--- src/rtl/acc_seq_pkg.sv ---
// acc_seq_pkg: ALU control codes and sequencer state encoding shared by the accumulator datapath.
package acc_seq_pkg;
  localparam logic [2:0] ALU_PASSB = 3'd0;
  localparam logic [2:0] ALU_ADD   = 3'd1;
  localparam logic [2:0] ALU_SUB   = 3'd2;
  localparam logic [2:0] ALU_RSUB  = 3'd3;
  localparam logic [2:0] ALU_OR    = 3'd4;
  localparam logic [2:0] ALU_AND   = 3'd5;
  localparam logic [2:0] ALU_SHL   = 3'd6;
  localparam logic [2:0] ALU_SHR   = 3'd7;
  typedef enum logic [2:0] {S_IDLE, S_OPRD, S_EXEC, S_WB, S_RESP} state_e;
endpackage

--- src/rtl/acc_regfile.sv ---
// acc_regfile: NREGS x 16 register file, async read, load + write-back ports with load priority.
module acc_regfile #(
  parameter int NREGS = 4,
  localparam int IDXW = $clog2(NREGS)
) (
  input  logic            clk,
  input  logic            rst_n,
  input  logic            ld_we,
  input  logic [IDXW-1:0] ld_idx,
  input  logic [15:0]     ld_data,
  input  logic            wb_we,
  input  logic [IDXW-1:0] wb_idx,
  input  logic [15:0]     wb_data,
  input  logic [IDXW-1:0] rd_idx,
  output logic [15:0]     rd_data,
  output logic            collide
);
  logic [15:0] r_q [NREGS];
  logic        collide_q;
  assign rd_data = r_q[rd_idx];
  assign collide = collide_q;
  always_ff @(posedge clk or negedge rst_n) begin
    if (!rst_n) begin
      for (int i = 0; i < NREGS; i++) r_q[i] <= '0;
      collide_q <= 1'b0;
    end else begin
      if (wb_we) r_q[wb_idx] <= wb_data;
      // the load is written last so it overrides a same-register write-back
      if (ld_we) r_q[ld_idx] <= ld_data;
      collide_q <= wb_we && ld_we && (wb_idx == ld_idx);
    end
  end
endmodule

--- src/rtl/acc_alu_sequencer.sv ---
// acc_alu_sequencer: five-state controller sequencing an external 16-bit ALU over ACC and a register file.
module acc_alu_sequencer
  import acc_seq_pkg::*;
#(
  parameter int NREGS = 4,
  localparam int IDXW = $clog2(NREGS)
) (
  input  logic            clk,
  input  logic            rst_n,
  input  logic            cmd_valid,
  output logic            cmd_ready,
  input  logic [2:0]      cmd_op,
  input  logic [IDXW-1:0] cmd_reg,
  input  logic            cmd_wb_acc,
  input  logic            ld_valid,
  input  logic [IDXW-1:0] ld_idx,
  input  logic [15:0]     ld_data,
  output logic [15:0]     alu_a,
  output logic [15:0]     alu_b,
  output logic [2:0]      alu_ctrl,
  input  logic [15:0]     alu_out,
  input  logic            alu_zero,
  input  logic            alu_ovf,
  output logic            rsp_valid,
  input  logic            rsp_ready,
  output logic [15:0]     rsp_data,
  output logic            rsp_zero,
  output logic            rsp_ovf,
  output logic [15:0]     acc_q,
  output logic            busy,
  output logic            ld_collide
);
  state_e          state_q, state_d;
  logic [2:0]      op_q, alu_ctrl_q;
  logic [IDXW-1:0] reg_q;
  logic            wb_acc_q, rsp_valid_q, rsp_valid_d, rsp_zero_q, rsp_ovf_q;
  logic [15:0]     alu_a_q, alu_b_q, rsp_data_q, rd_data;
  assign cmd_ready = state_q == S_IDLE;
  assign busy      = state_q != S_IDLE;
  assign rsp_valid = rsp_valid_q;
  assign rsp_data  = rsp_data_q;
  assign rsp_zero  = rsp_zero_q;
  assign rsp_ovf   = rsp_ovf_q;
  assign alu_a     = alu_a_q;
  assign alu_b     = alu_b_q;
  assign alu_ctrl  = alu_ctrl_q;
  acc_regfile #(.NREGS(NREGS)) u_rf (
    .clk(clk), .rst_n(rst_n),
    .ld_we(ld_valid), .ld_idx(ld_idx), .ld_data(ld_data),
    .wb_we(state_q == S_WB && !wb_acc_q), .wb_idx(reg_q), .wb_data(rsp_data_q),
    .rd_idx(reg_q), .rd_data(rd_data), .collide(ld_collide)
  );
  always_comb begin
    state_d     = state_q;
    rsp_valid_d = 1'b0;
    case (state_q)
      S_IDLE: state_d = cmd_valid ? S_OPRD : S_IDLE;
      S_OPRD: state_d = S_EXEC;
      S_EXEC: state_d = S_WB;
      S_WB:   state_d = S_RESP;
      S_RESP: begin
        // first RESP cycle raises valid; the handshake then returns to IDLE
        rsp_valid_d = !(rsp_valid_q && rsp_ready);
        state_d     = rsp_valid_d ? S_RESP : S_IDLE;
      end
      default: state_d = S_IDLE;
    endcase
  end
  always_ff @(posedge clk or negedge rst_n) begin
    if (!rst_n) begin
      state_q     <= S_IDLE;
      op_q        <= '0;
      reg_q       <= '0;
      wb_acc_q    <= 1'b0;
      alu_a_q     <= '0;
      alu_b_q     <= '0;
      alu_ctrl_q  <= '0;
      rsp_data_q  <= '0;
      rsp_zero_q  <= 1'b0;
      rsp_ovf_q   <= 1'b0;
      rsp_valid_q <= 1'b0;
      acc_q       <= '0;
    end else begin
      state_q     <= state_d;
      rsp_valid_q <= rsp_valid_d;
      if (state_q == S_IDLE && cmd_valid) begin
        op_q     <= cmd_op;
        reg_q    <= cmd_reg;
        wb_acc_q <= cmd_wb_acc;
      end
      if (state_q == S_OPRD) begin
        alu_a_q    <= acc_q;
        alu_b_q    <= rd_data;
        alu_ctrl_q <= op_q;
      end
      if (state_q == S_EXEC) begin
        rsp_data_q <= alu_out;
        rsp_zero_q <= alu_zero;
        rsp_ovf_q  <= alu_ovf;
      end
      if (state_q == S_WB && wb_acc_q) acc_q <= rsp_data_q;
    end
  end
endmodule

--- config.mk ---
export PLATFORM = sky130hd
export DESIGN_NAME = acc_alu_sequencer
export DESIGN_NICKNAME = d
export VERILOG_FILES = /design/src/rtl/acc_seq_pkg.sv /design/src/rtl/acc_regfile.sv /design/src/rtl/acc_alu_sequencer.sv
export SDC_FILE = /design/constraint.sdc
export NUM_CORES = 1
export LEC_CHECK = 0
export ABC_AREA = 1
export CORE_ASPECT_RATIO = 0.5
export CORE_MARGIN = 3
export CORE_UTILIZATION = 40
export DETAILED_ROUTE_END_ITERATION = 8
export MAX_ROUTING_LAYER = met4
export PLACE_DENSITY_LB_ADDON = 0.12
export SLEW_MARGIN = 30
export SYNTH_ARGS = -nofsm -noshare
export SYNTH_HDL_FRONTEND = slang
export SYNTH_SLANG_ARGS = --single-unit
--- constraint.sdc ---
create_clock -name clk -period 1.54 [get_ports clk]
set_input_delay 0.231 -clock clk [delete_from_list [all_inputs] [get_ports clk]]
set_output_delay 0.231 -clock clk [all_outputs]
set_load 0.02 [all_outputs]
Word-level counts from Yosys, hierarchy flattened
Index checks and enable logic that the tools add are counted.
{ "totals": {"output_inout_bits": 73, "rom_bits": 0, "n_memories": 0, "register_bits": 144, "ram_bits": 0, "latchBits": 0} }
{ "classes": {"n_div": 0, "eq_ne": 5, "n_addsub": 0, "bitwise_logic": 2, "magnitude_cmp": 4, "n_mux": 15, "shift": 0, "n_reduce_logical": 12, "mul": 0} }
{ "op_table": {"columns": ["op", "n"], "rows": [
  ["$bwmux 64", 2],
  ["$mux 64", 2],
  ["$demux 16 s2", 2],
  ["$mux 16", 4],
  ["$bmux 16 s2", 1],
  ["$pmux 3 s5", 1],
  ["$logic_and 1x1->1", 8],
  ["$eq 3x2->1 const B", 2],
  ["$ge 3x3->1 const B", 2],
  ["$lt 3x1->1 const B", 2],
  ["$not 2->3", 2],
  ["$eq 3x1->1 const B", 1],
  ["$eq 3x3->1 const B", 1],
  ["$logic_not 3->1", 1],
  ["$mux 3", 1],
  ["$reduce_bool 3->1", 1],
  ["$eq 2x2->1", 1],
  ["$logic_not 1->1", 2],
  ["$mux 1", 2]
]} }

Longest topological paths before layout
Gate-level depths: netlist of run 1.
{ "depth": {"depth_word": 9, "ltp_mapped": 9, "depth_no_buf": 8} }

Modules after synthesis
A second synthesis of run 1 with hierarchy kept.
{ "hier_totals": {"cells_unflattened": 943, "hier_area_um2": 7106.8} }
{ "by_module_without_submodules": {"columns": ["mod", "instances", "cells_each", "area_each_um2"], "rows": [
  ["acc_regfile", 1, 603, 3935.0],
  ["acc_alu_sequencer", 1, 340, 3171.8]
]} }

Worst setup path after synthesis of run 1
Ideal clock, no wire load.
{ "synth_path": {"path_type": "flip-flop to flip-flop", "start": "register state_q[2]", "end": "register reg_q[0]", "slack_ns": 0.055, "synth_period_minus_slack_ns": 1.485, "setup_time_ns": 0.126, "arrival_time_ns": 1.359, "stages_incl_launch_ff": 8, "n_path_buf": 1, "path_cell_list": "dfrtp_1 -> nor2_1 -> nand2_1 -> inv_1 -> nand2_1 -> buf_2 -> nor2_1 -> a21oi_1"} }
{ "synth_between": {"elab_chain_cells": 2} }
{ "synth_rtl": {"columns": ["item", "line", "rtl"], "rows": [
  ["start: declaration", "acc_alu_sequencer.sv:33", "state_e state_q, state_d;"],
  ["start signal: assignment", "acc_alu_sequencer.sv:84", "state_q <= state_d;"],
  ["$logic_not 3->1", null, null],
  ["net cmd_ready", "acc_alu_sequencer.sv:11", "output logic cmd_ready,"],
  ["$logic_and 1x1->1", "acc_alu_sequencer.sv:86", "if (state_q == S_IDLE && cmd_valid) begin"],
  ["end signal: assignment", "acc_alu_sequencer.sv:88", "reg_q <= cmd_reg;"],
  ["end: declaration", "acc_alu_sequencer.sv:35", "logic [IDXW-1:0] reg_q;"]
]} }
The timed path passes the listed nets, and every way through them passes these cells.
A chain may end at the register's enable or synchronous reset.

Worst setup path in the final report of run 1
{ "layout_path": {"start": "register state_q[1]", "end": "register u_rf.r_q[60] (netlist name)"} }
{ "layout_between": {"elab_chain_cells": 5} }
{ "layout_rtl": {"columns": ["item", "line", "rtl"], "rows": [
  ["$eq 3x2->1 (*)", "acc_alu_sequencer.sv:50", ".wb_we(state_q == S_WB && !wb_acc_q), .wb_idx(reg_q), .wb_data(rsp_data_q),"],
  ["$logic_and 1x1->1 (*)", "acc_alu_sequencer.sv:50", null],
  ["$mux 64 (*)", "acc_regfile.sv:27", "if (wb_we) r_q[wb_idx] <= wb_data;"],
  ["$bwmux 64", "acc_regfile.sv:29", "if (ld_we) r_q[ld_idx] <= ld_data;"],
  ["$mux 64 (*)", "acc_regfile.sv:29", null],
  ["end signal: indexed assignment", "acc_regfile.sv:27", null],
  ["end signal: indexed assignment", "acc_regfile.sv:29", null],
  ["end: declaration", "acc_regfile.sv:18", "logic [15:0] r_q [NREGS];"]
]} }
Every way passes the cells marked *; elsewhere a longest branch is shown, timed or not.

==> out/summary.txt, run 1 <==
number of global-route vias before repair: 6,432
Final Util: 0.560
Seq pwr share: 0.324
clk buf depth: 2
CP required: 1.89 ns
final estimated routing congestion in global placement: 0.848
CTS tree: built
peak fanout along the critical path: 16
worst vdd ir: 1130 uV
final antenna-violating net count: 0
clock-pin slew on the worst setup and hold paths: 0.06 ns
kind of critical path: reg2reg
initial antenna violation count: 0
first-pass GRT wire length: 34.9 mm
Worst Skew: 0.00738 ns
die width: 195 um
gr usage total: 0.233
top-level I/O count: 120
die area: 19,700 um^2
Tcrit/Tclk final: 0.961
core area: 17,000 um^2
Syn Inst Count: 1,028
Initial Util: 0.422
clock sinks: 144
commonest non-fill, non-tap cell in the layout: nand2_1
Pint: 0.0112 W
Root Driver: clkbuf_16
final wirelength: 22.1 mm
RSZ-0062 raised after global routing: true
Rows: 33
Synth Warn #: 0
CP arrival: 1.83 ns
Hold Fails Final Rpt: 0
number of H-tree levels: 4
Sw Pwr: 0.00841 W
Slew Limit Headroom: 0.719
DRC: 0
Critical Path Start Type: register
routed len/inst: 15.8 um
drt pass-1 iters: 6
Synth Net Count: 1,075
share of cells above drive strength 1: 0.0816
highest clock rate: 0.676 GHz
Post-Place Setup Slack: -0.0795 ns
#FFs+latches synth: 144
Pleak: 5.32 nW
Final Power: 0.0196 W
Hold Crit Class: in2async
Logic pwr share: 0.447
Pwr Density: 2060 nW/um^2
synthesis-to-layout area growth: 32.6%
HPWL after DPL: 15.2 mm
final setup vio count: 0
syn_area_per_cell: 6.97 um^2
sequential share of the synthesized area: 0.503
Syn Std Cell Area: 7170 um^2
Slew @ Worst Pin: 0.421 ns
Final nets: 1,211
Die Y: 101 um
IO Port Bufs: 119
switch share: 0.429
initial DRC count: 582
largest net degree at the start of global routing: 65
reg-to-reg setup timing slack: 0.06 ns
worst-skew pair later-pin latency: 0.42 ns
CP endpoint kind: register
via count: 6,779
outcome: completed
Final Max Slew Viols: 0
most frequent cells in the layout: 388 x nand2_1, 275 x nor2_1, 142 x dfrtp_1
final worst setup slack: 0.0598 ns
Max Cap Viol: 0
CTS buffer count: 17
clock power share: 0.228
global route overflow: 0
post-synth cell types: 24
minimum clock period: 1.48 ns
vias per cell: 4.83
-- per-stage QoR --
step	hold WS, ns	std cells	TNS [ns]	instance area [um^2]
final	0.252	1404	0	9500
after detailed placement	0.138	1367	-0.438	8870
after global routing	0.281	1403	-0.936	9500
after global placement	0.132	1367	-0.278	8870
after floorplan	-0.0646	1028	0	7170
after CTS	0.255	1399	0	9410
-- synthesized netlist by cell type --
cell type / n / share of area
mux2_2: 2 / 0.0031
o21ai_0: 21 / 0.015
nand3_1: 5 / 0.0035
nand4_1: 16 / 0.014
nand2_2: 1 / 0.00087
nor2_1: 276 / 0.14
nand3b_1: 1 / 0.0010
inv_2: 1 / 0.00052
buf_1: 2 / 0.0010
nand3_2: 2 / 0.0028
buf_4: 2 / 0.0021
a21oi_1: 23 / 0.016
nor3_4: 1 / 0.0023
inv_1: 92 / 0.048
nor2_2: 3 / 0.0026
buf_6: 6 / 0.0094
dfrtp_1: 144 / 0.50
or2_2: 2 / 0.0017
nand2_1: 389 / 0.20
nor3_1: 1 / 0.00070
buf_2: 14 / 0.0098
nor2_4: 1 / 0.0016
xnor2_1: 1 / 0.0012
clkbuf_1: 22 / 0.012
-- per-layer routing --
| layer | up-vias | track usage | wire, um |
|---|---|---|---|
| li1 | 3343 | - | - |
| met1 | 3172 | 0.338 | 11300 |
| met2 | 245 | 0.336 | 9060 |
| met3 | 19 | 0.0508 | 1590 |
| met4 | 0 | 0.0515 | 167 |
| met5 | - | - | 0 |
-- flip-flops by register name, indices dropped and copies added (netlist names) --
signal        cells
u_rf.r_q         64
acc_q            16
alu_a            16
alu_b            16
rsp_data         16
alu_ctrl          3
op_q              3
state_q           3
reg_q             2
rsp_ovf           1
rsp_valid         1
rsp_zero          1
u_rf.collide      1
wb_acc_q          1
-- power groups by stage --
stage	combinational, W	sequential (W)	clock (W)
3_5_place_dp	0.00927	0.00641	0
5_1_grt	0.00975	0.00654	0.00475
3_3_place_gp	0.00915	0.00637	0
2_1_floorplan	0.00425	0.00727	0
6_report	0.00877	0.00636	0.00447
4_1_cts	0.00868	0.00633	0.00456
-- worst max-delay path, cell delays in order (launching register included) --
cell     delay (ns)
dfrtp_1        0.41
nand2_2        0.12
nor3_4         0.24
buf_6          0.15
buf_6          0.20
nand2_1        0.08
nand2_1        0.07
nor2_1         0.05
nor2_1         0.08
-- path summary, 6_finish.rpt --
path | startpoint | end | depth (start not counted)
min | rst_n | alu_b[8] | 2
max in group asynchronous | rst_n | alu_b[6] | 3
max | state_q[1] | u_rf.r_q[60] | 8
min in group clk | rsp_ready | rsp_valid | 2
max reg2reg | state_q[1] | u_rf.r_q[60] | 8
min reg2reg | rsp_valid | rsp_valid | 1
-- final cells by class --
cell class	count	area, um^2
Antenna cell	1	2.50
Clock buffer	17	425
Clock inverter	14	205
Fill cell	1621	7470
Inverter	93	349
Multi-Input combinational cell	745	2980
Sequential cell	144	3610
Tap cell	227	284
Timing Repair Buffer	163	1650
-- cells by family after synthesis --
kind of cell,share of synthesized area
xor+xnor,0.00122
simple gates,0.379
compound gates,0.0307
buf+inv,0.0826
mux,0.00314
flops,0.503
-- repair_timing --
item	4_1_cts	5_1_grt
hold buffers	1	0
setup endpoints to repair	73	38
cloned	0	2
pin swaps	0	3
gates resized for setup	79	16
hold endpoints to repair	31	0
setup buffers	0	2
No activity file was read; power rests on OpenSTA's default activity.
==> inputs of run 2 (changes only) <==
==> constraint.sdc (replaced) <==
create_clock -name clk -period 1.9 [get_ports clk]
set_input_delay 0.285 -clock clk [delete_from_list [all_inputs] [get_ports clk]]
set_output_delay 0.285 -clock clk [all_outputs]
set_load 0.05 [all_outputs]
==> out/summary.txt, run 2 (synthesis results as in run 1) <==
number of global-route vias before repair: 6,380 (was 6,432)
minimum clock period: 1.86 ns
Initial Util: 0.422 (unchanged)
Final nets: 1,197 (was 1,211)
Max Cap Viol: 0 (unchanged)
Final Max Slew Viols: 0 (unchanged)
DRC: 0 (unchanged)
Slew @ Worst Pin: 0.547 ns (was 0.421 ns)
CP endpoint kind: output port (was register)
commonest non-fill, non-tap cell in the layout: nand2_1 (unchanged)
share of cells above drive strength 1: 0.0808 (was 0.0816)
Top reg by flops: u_rf.r_q (unchanged)
Post-CTS Setup Inserts: 0 (unchanged)
Die Y: 101 um (unchanged)
clock-pin slew on the worst setup and hold paths: 0.07 ns (was 0.06 ns)
drt pass-1 iters: 5 (was 6)
die area: 19,700 um^2 (unchanged)
Rows: 33 (unchanged)
final antenna-violating net count: 0 (unchanged)
CTS buffer count: 17 (unchanged)
initial antenna violation count: 0 (unchanged)
# diodes: 0 (was 1)
sum of negative setup slack: 0 ns (unchanged)
peak fanout along the critical path: 2 (was 16)
CTS tree: built (unchanged)
Fill cells: 1,612 (was 1,621)
RSZ-0062 raised after global routing: false (was true)
Pwr Density: 1880 nW/um^2 (was 2060 nW/um^2)
first-pass GRT wire length: 35.0 mm (was 34.9 mm)
outcome: completed (unchanged)
dpl cells: 1,357 (was 1,367)
most frequent cells in the layout: 388 x nand2_1, 276 x nor2_1, 144 x dfrtp_1 (was 388 x nand2_1, 275 x nor2_1, 142 x dfrtp_1)
initial DRC count: 628 (was 582)
Slew Limit Headroom: 0.635 (was 0.719)
synthesis-to-layout area growth: 30.2% (was 32.6%)
clk buf depth: 2 (unchanged)
Root Driver: clkbuf_16 (unchanged)
slowest stage delay, CP: 0.81 ns (was 0.41 ns)
HPWL after DPL: 14.5 mm (was 15.2 mm)
Layout Cells excl Fill: 1,390 (was 1,404)
kind of critical path: reg2out (was reg2reg)
die width: 195 um (unchanged)
worst vdd ir: 1200 uV (was 1130 uV)
crit-path cells: clkdlybuf4s50_1 (was nand2_2 -> nor3_4 -> buf_6 -> buf_6 -> nand2_1 -> nand2_1 -> nor2_1 -> nor2_1)
routed len/inst: 15.5 um (was 15.8 um)
vias per cell: 4.86 (was 4.83)
clock sinks: 144 (unchanged)
gr usage total: 0.232 (was 0.233)
max reg flops: 64 (unchanged)
final estimated routing congestion in global placement: 0.841 (was 0.848)
Critical Path Start Type: register (unchanged)
core area: 17,000 um^2 (unchanged)
global route overflow: 0 (unchanged)
sum of buffers and inverters on the critical path: 1 (was 2)
CP required: 1.62 ns (was 1.89 ns)
top-level I/O count: 120 (unchanged)
via count: 6,754 (was 6,779)
largest net degree at the start of global routing: 65 (unchanged)
Hold Fails Final Rpt: 0 (unchanged)
Min Hold Slack: 0.346 ns (was 0.252 ns)
final setup vio count: 0 (unchanged)
CP arrival: 1.57 ns (was 1.83 ns)
final worst setup slack: 0.0416 ns (was 0.0598 ns)
Post-Place Setup Slack: 0.280 ns (was -0.0795 ns)
Hold Crit Class: in2async (unchanged)
crit-path leading delay family: buffers and inverters (was simple AND/OR/NAND/NOR gates)
Tcrit/Tclk final: 0.978
number of H-tree levels: 4 (unchanged)
Pleak: 5.38 nW (was 5.32 nW)
Worst Skew: 0.0116 ns (was 0.00738 ns)
worst-skew pair later-pin latency: 0.42 ns (about the same)
final wirelength: 21.6 mm (was 22.1 mm)
CP max-delay cell: clkdlybuf4s50_1 (was dfrtp_1)
IO Port Bufs: 119 (unchanged)
highest clock rate: 0.538 GHz
-- run 2: report_power, final --
part | switching (W) | leakage [nW] | internal, W
logic | 0.00627 | 3.42 | 0.00260
registers | 0.000800 | 1.66 | 0.00436
clock network | 0.00140 | 0.300 | 0.00209
total | 0.00847 | 5.38 | 0.00906
-- run 2: layer usage --
metal	track usage	vias up	routed length, um
li1	-	3311	-
met1	0.348	3190	11100
met2	0.326	234	8820
met5	-	-	0
met3	0.0484	19	1510
met4	0.0460	0	185
-- run 2: final timing paths --
check                           startpoint      endpoint  slack, ns  depth (start not counted)
worst min-delay path                 rst_n      alu_b[7]       0.35                          2
worst max register to register  state_q[1]  u_rf.r_q[42]       0.27                          7
max in group asynchronous            rst_n  u_rf.r_q[58]       0.92                          3
worst min register to register   rsp_valid     rsp_valid       0.46                          1
worst max-delay path             alu_b[11]     alu_b[11]       0.04                          1
min in group clk                 rsp_ready     rsp_valid       0.44                          2
-- run 2: final cells by class --
class | instances | area [um^2] | area share
timing repair buffer | 149 | 1510 | 0.162
tap | 227 | 284 | 0.0304
clock inverter | 14 | 179 | 0.0192
inverter | 93 | 353 | 0.0378
sequential | 144 | 3600 | 0.386
multi-input combinational | 745 | 2970 | 0.319
clock buffer | 18 | 429 | 0.0460
-- run 2: per-stage QoR --
step / instance area (um^2) / power [W] / util
floorplan: 7170 / 0.0110 / -
global placement: 8670 / 0.0140 / 0.511
detailed placement: 8670 / 0.0142 / 0.511
CTS: 9270 / 0.0176 / 0.546
global route: 9330 / 0.0187 / 0.550
finish: 9330 / 0.0175 / 0.550
-- run 2: timing repair --
action | in CTS | in global routing
gates cloned | 0 | 0
endpoints found under the setup margin | 13 | 25
hold buffers | 1 | 0
resized for setup | 13 | 25
hold endpoints to repair | 33 | 0
==> inputs of run 3 (changes only) <==
--- a/config.mk
+++ b/config.mk
@@ -6,9 +6,9 @@
 export NUM_CORES = 1
 export LEC_CHECK = 0
 export ABC_AREA = 1
-export CORE_ASPECT_RATIO = 0.5
 export CORE_MARGIN = 3
 export CORE_UTILIZATION = 40
+export CTS_BUF_LIST = sky130_fd_sc_hd__clkbuf_4 sky130_fd_sc_hd__clkbuf_8 sky130_fd_sc_hd__clkbuf_16
 export DETAILED_ROUTE_END_ITERATION = 8
 export MAX_ROUTING_LAYER = met4
 export PLACE_DENSITY_LB_ADDON = 0.12
==> out/summary.txt, run 3 (synthesis results as in run 1) <==
initial antenna violation count: 0 (unchanged)
Crit. Startpoint: alu_ctrl[2] (was alu_b[11])
worst vdd ir: 1460 uV (was 1200 uV)
core area: 17,400 um^2 (was 17,000 um^2)
CP max-delay cell: clkdlybuf4s50_1 (unchanged)
worst-skew pair later-pin latency: 0.43 ns (was 0.42 ns)
crit-path leading delay family: buffers and inverters (unchanged)
Initial Util: 0.411 (was 0.422)
sum of negative setup slack: 0 ns (unchanged)
via count: 6,587 (was 6,754)
die width: 140 um (was 195 um)
Root Driver: clkbuf_16 (unchanged)
gr usage total: 0.225 (was 0.232)
RSZ-0062 raised after global routing: false (unchanged)
crit-path cells: clkdlybuf4s50_1 (unchanged)
routed len/inst: 14.9 um (was 15.5 um)
final setup vio count: 0 (unchanged)
commonest non-fill, non-tap cell in the layout: nand2_1 (unchanged)
CP arrival: 1.58 ns (was 1.57 ns)
# diodes: 0 (unchanged)
Post-CTS Setup Inserts: 0 (unchanged)
CTS tree: built (unchanged)
outcome: completed (unchanged)
Worst Skew: 0.00720 ns (was 0.0116 ns)
Rows: 48 (was 33)
synthesis-to-layout area growth: 31.3% (was 30.2%)
Final Power: 0.0173 W (was 0.0175 W)
kind of critical path: reg2out (unchanged)
vias per cell: 4.74 (was 4.86)
number of H-tree levels: 4 (unchanged)
IO Port Bufs: 119 (unchanged)
max reg flops: 64 (unchanged)
Tcrit/Tclk final: 0.980 (was 0.978)
CTS buffer count: 17 (unchanged)
Slew Limit Headroom: 0.643 (was 0.635)
die area: 19,600 um^2 (was 19,700 um^2)
first-pass GRT wire length: 33.9 mm (was 35.0 mm)
Max Cap Viol: 0 (unchanged)
top-level I/O count: 120 (unchanged)
clk buf depth: 2 (unchanged)
Pleak: 5.48 nW (was 5.38 nW)
Post-Place Setup Slack: 0.271 ns (was 0.280 ns)
HPWL after DPL: 13.7 mm (was 14.5 mm)
highest clock rate: 0.537 GHz (was 0.538 GHz)
Pwr Density: 1840 nW/um^2 (was 1880 nW/um^2)
CP required: 1.62 ns (about the same)
Final Util: 0.540 (was 0.550)
global route overflow: 0 (unchanged)
DRC: 0 (unchanged)
minimum clock period: 1.86 ns (about the same)
share of cells above drive strength 1: 0.0747 (was 0.0808)
clock sinks: 144 (unchanged)
Slew @ Worst Pin: 0.535 ns (was 0.547 ns)
number of global-route vias before repair: 6,357 (was 6,380)
peak fanout along the critical path: 2 (unchanged)
Hold Crit Class: in2async (unchanged)
CP endpoint kind: output port (unchanged)
Final Max Slew Viols: 0 (unchanged)
Critical Path Start Type: register (unchanged)
final wirelength: 20.7 mm (was 21.6 mm)
slowest stage delay, CP: 0.80 ns (was 0.81 ns)
final antenna-violating net count: 0 (unchanged)
Top reg by flops: u_rf.r_q (unchanged)
Final nets: 1,199 (was 1,197)
Die Y: 140 um (was 101 um)
Hold Fails Final Rpt: 0 (unchanged)
final worst setup slack: 0.0376 ns (was 0.0416 ns)
largest net degree at the start of global routing: 65 (unchanged)
final estimated routing congestion in global placement: 0.847 (was 0.841)
reg2reg start: state_q[1] (unchanged)
drt pass-1 iters: 5 (unchanged)
clock-pin slew on the worst setup and hold paths: 0.06 ns (was 0.07 ns)
most frequent cells in the layout: 388 x nand2_1, 276 x nor2_1, 144 x dfrtp_1 (unchanged)
initial DRC count: 409 (was 628)
sum of buffers and inverters on the critical path: 1 (unchanged)
==> run 3: cell types whose count changed in the layout (fill, tap and decap cells not counted), sizes merged <==
cell           delta
inv               -2
clkbuf            +2
clkdlybuf4s50     -8
clkinv            -1
buf               -8
dlygate4sd2      +10
clkinvlp          +1
dlymetal6s2s      +8
==> run 3: final timing paths <==
check | to | cells past startpoint | slack (ns)
max in group asynchronous | rsp_data[10] | 3 | 0.98
max reg2reg | u_rf.r_q[38] | 7 | 0.25
min in group clk | rsp_valid | 2 | 0.42
min reg2reg | rsp_valid | 1 | 0.46
min | alu_a[1] | 2 | 0.36
max | alu_ctrl[2] | 1 | 0.04
==> run 3: worst register-to-register path, delay by kind of cell, from the launching register on <==
kind,cells,cell delay (ns)
buf+inv,1,0.06
flops,1,0.40
simple gates,6,1.08
==> run 3: cell type report <==
cell class | count | area, um^2
clock inverter | 12 | 156
fill | 1739 | 8010
clock buffer | 20 | 460
sequential | 144 | 3600
timing repair buffer | 151 | 1580
multi-input combinational | 745 | 2970
tap | 225 | 282
inverter | 93 | 353
==> run 3: where the power goes <==
| group | total [W] | internal (W) | switching [W] | leakage, nW |
|---|---|---|---|---|
| combinational | 0.00868 | 0.00260 | 0.00608 | 3.51 |
| sequential | 0.00514 | 0.00436 | 0.000774 | 1.66 |
| clock | 0.00353 | 0.00216 | 0.00137 | 0.305 |
==> run 3: timing repair <==
action	4_1_cts	5_1_grt
gates resized for setup	23	33
hold buffers	1	0
pin swaps	0	0
endpoints found under the setup margin	23	33
gates cloned	0	0
hold endpoints to repair	39	0
==> run 3: metal layers <==
metal / share of wire / wire length, um / up-vias / track usage
met5: 0 / 0 / - / -
met3: 0.043 / 899 / 19 / 0.0436
met1: 0.46 / 9510 / 3116 / 0.298
li1: - / - / 3315 / -
met2: 0.49 / 10100 / 137 / 0.363
met4: 0.0099 / 205 / 0 / 0.0495
==> run 3: through the flow <==
step / cells / area (um^2) / hold slack (ns)
global placement: 1357 / 8730 / 0.245
global route: 1390 / 9410 / 0.385
floorplan: 1028 / 7170 / -0.0106
finish: 1390 / 9410 / 0.359
CTS: 1390 / 9330 / 0.367
detailed placement: 1357 / 8730 / 0.240
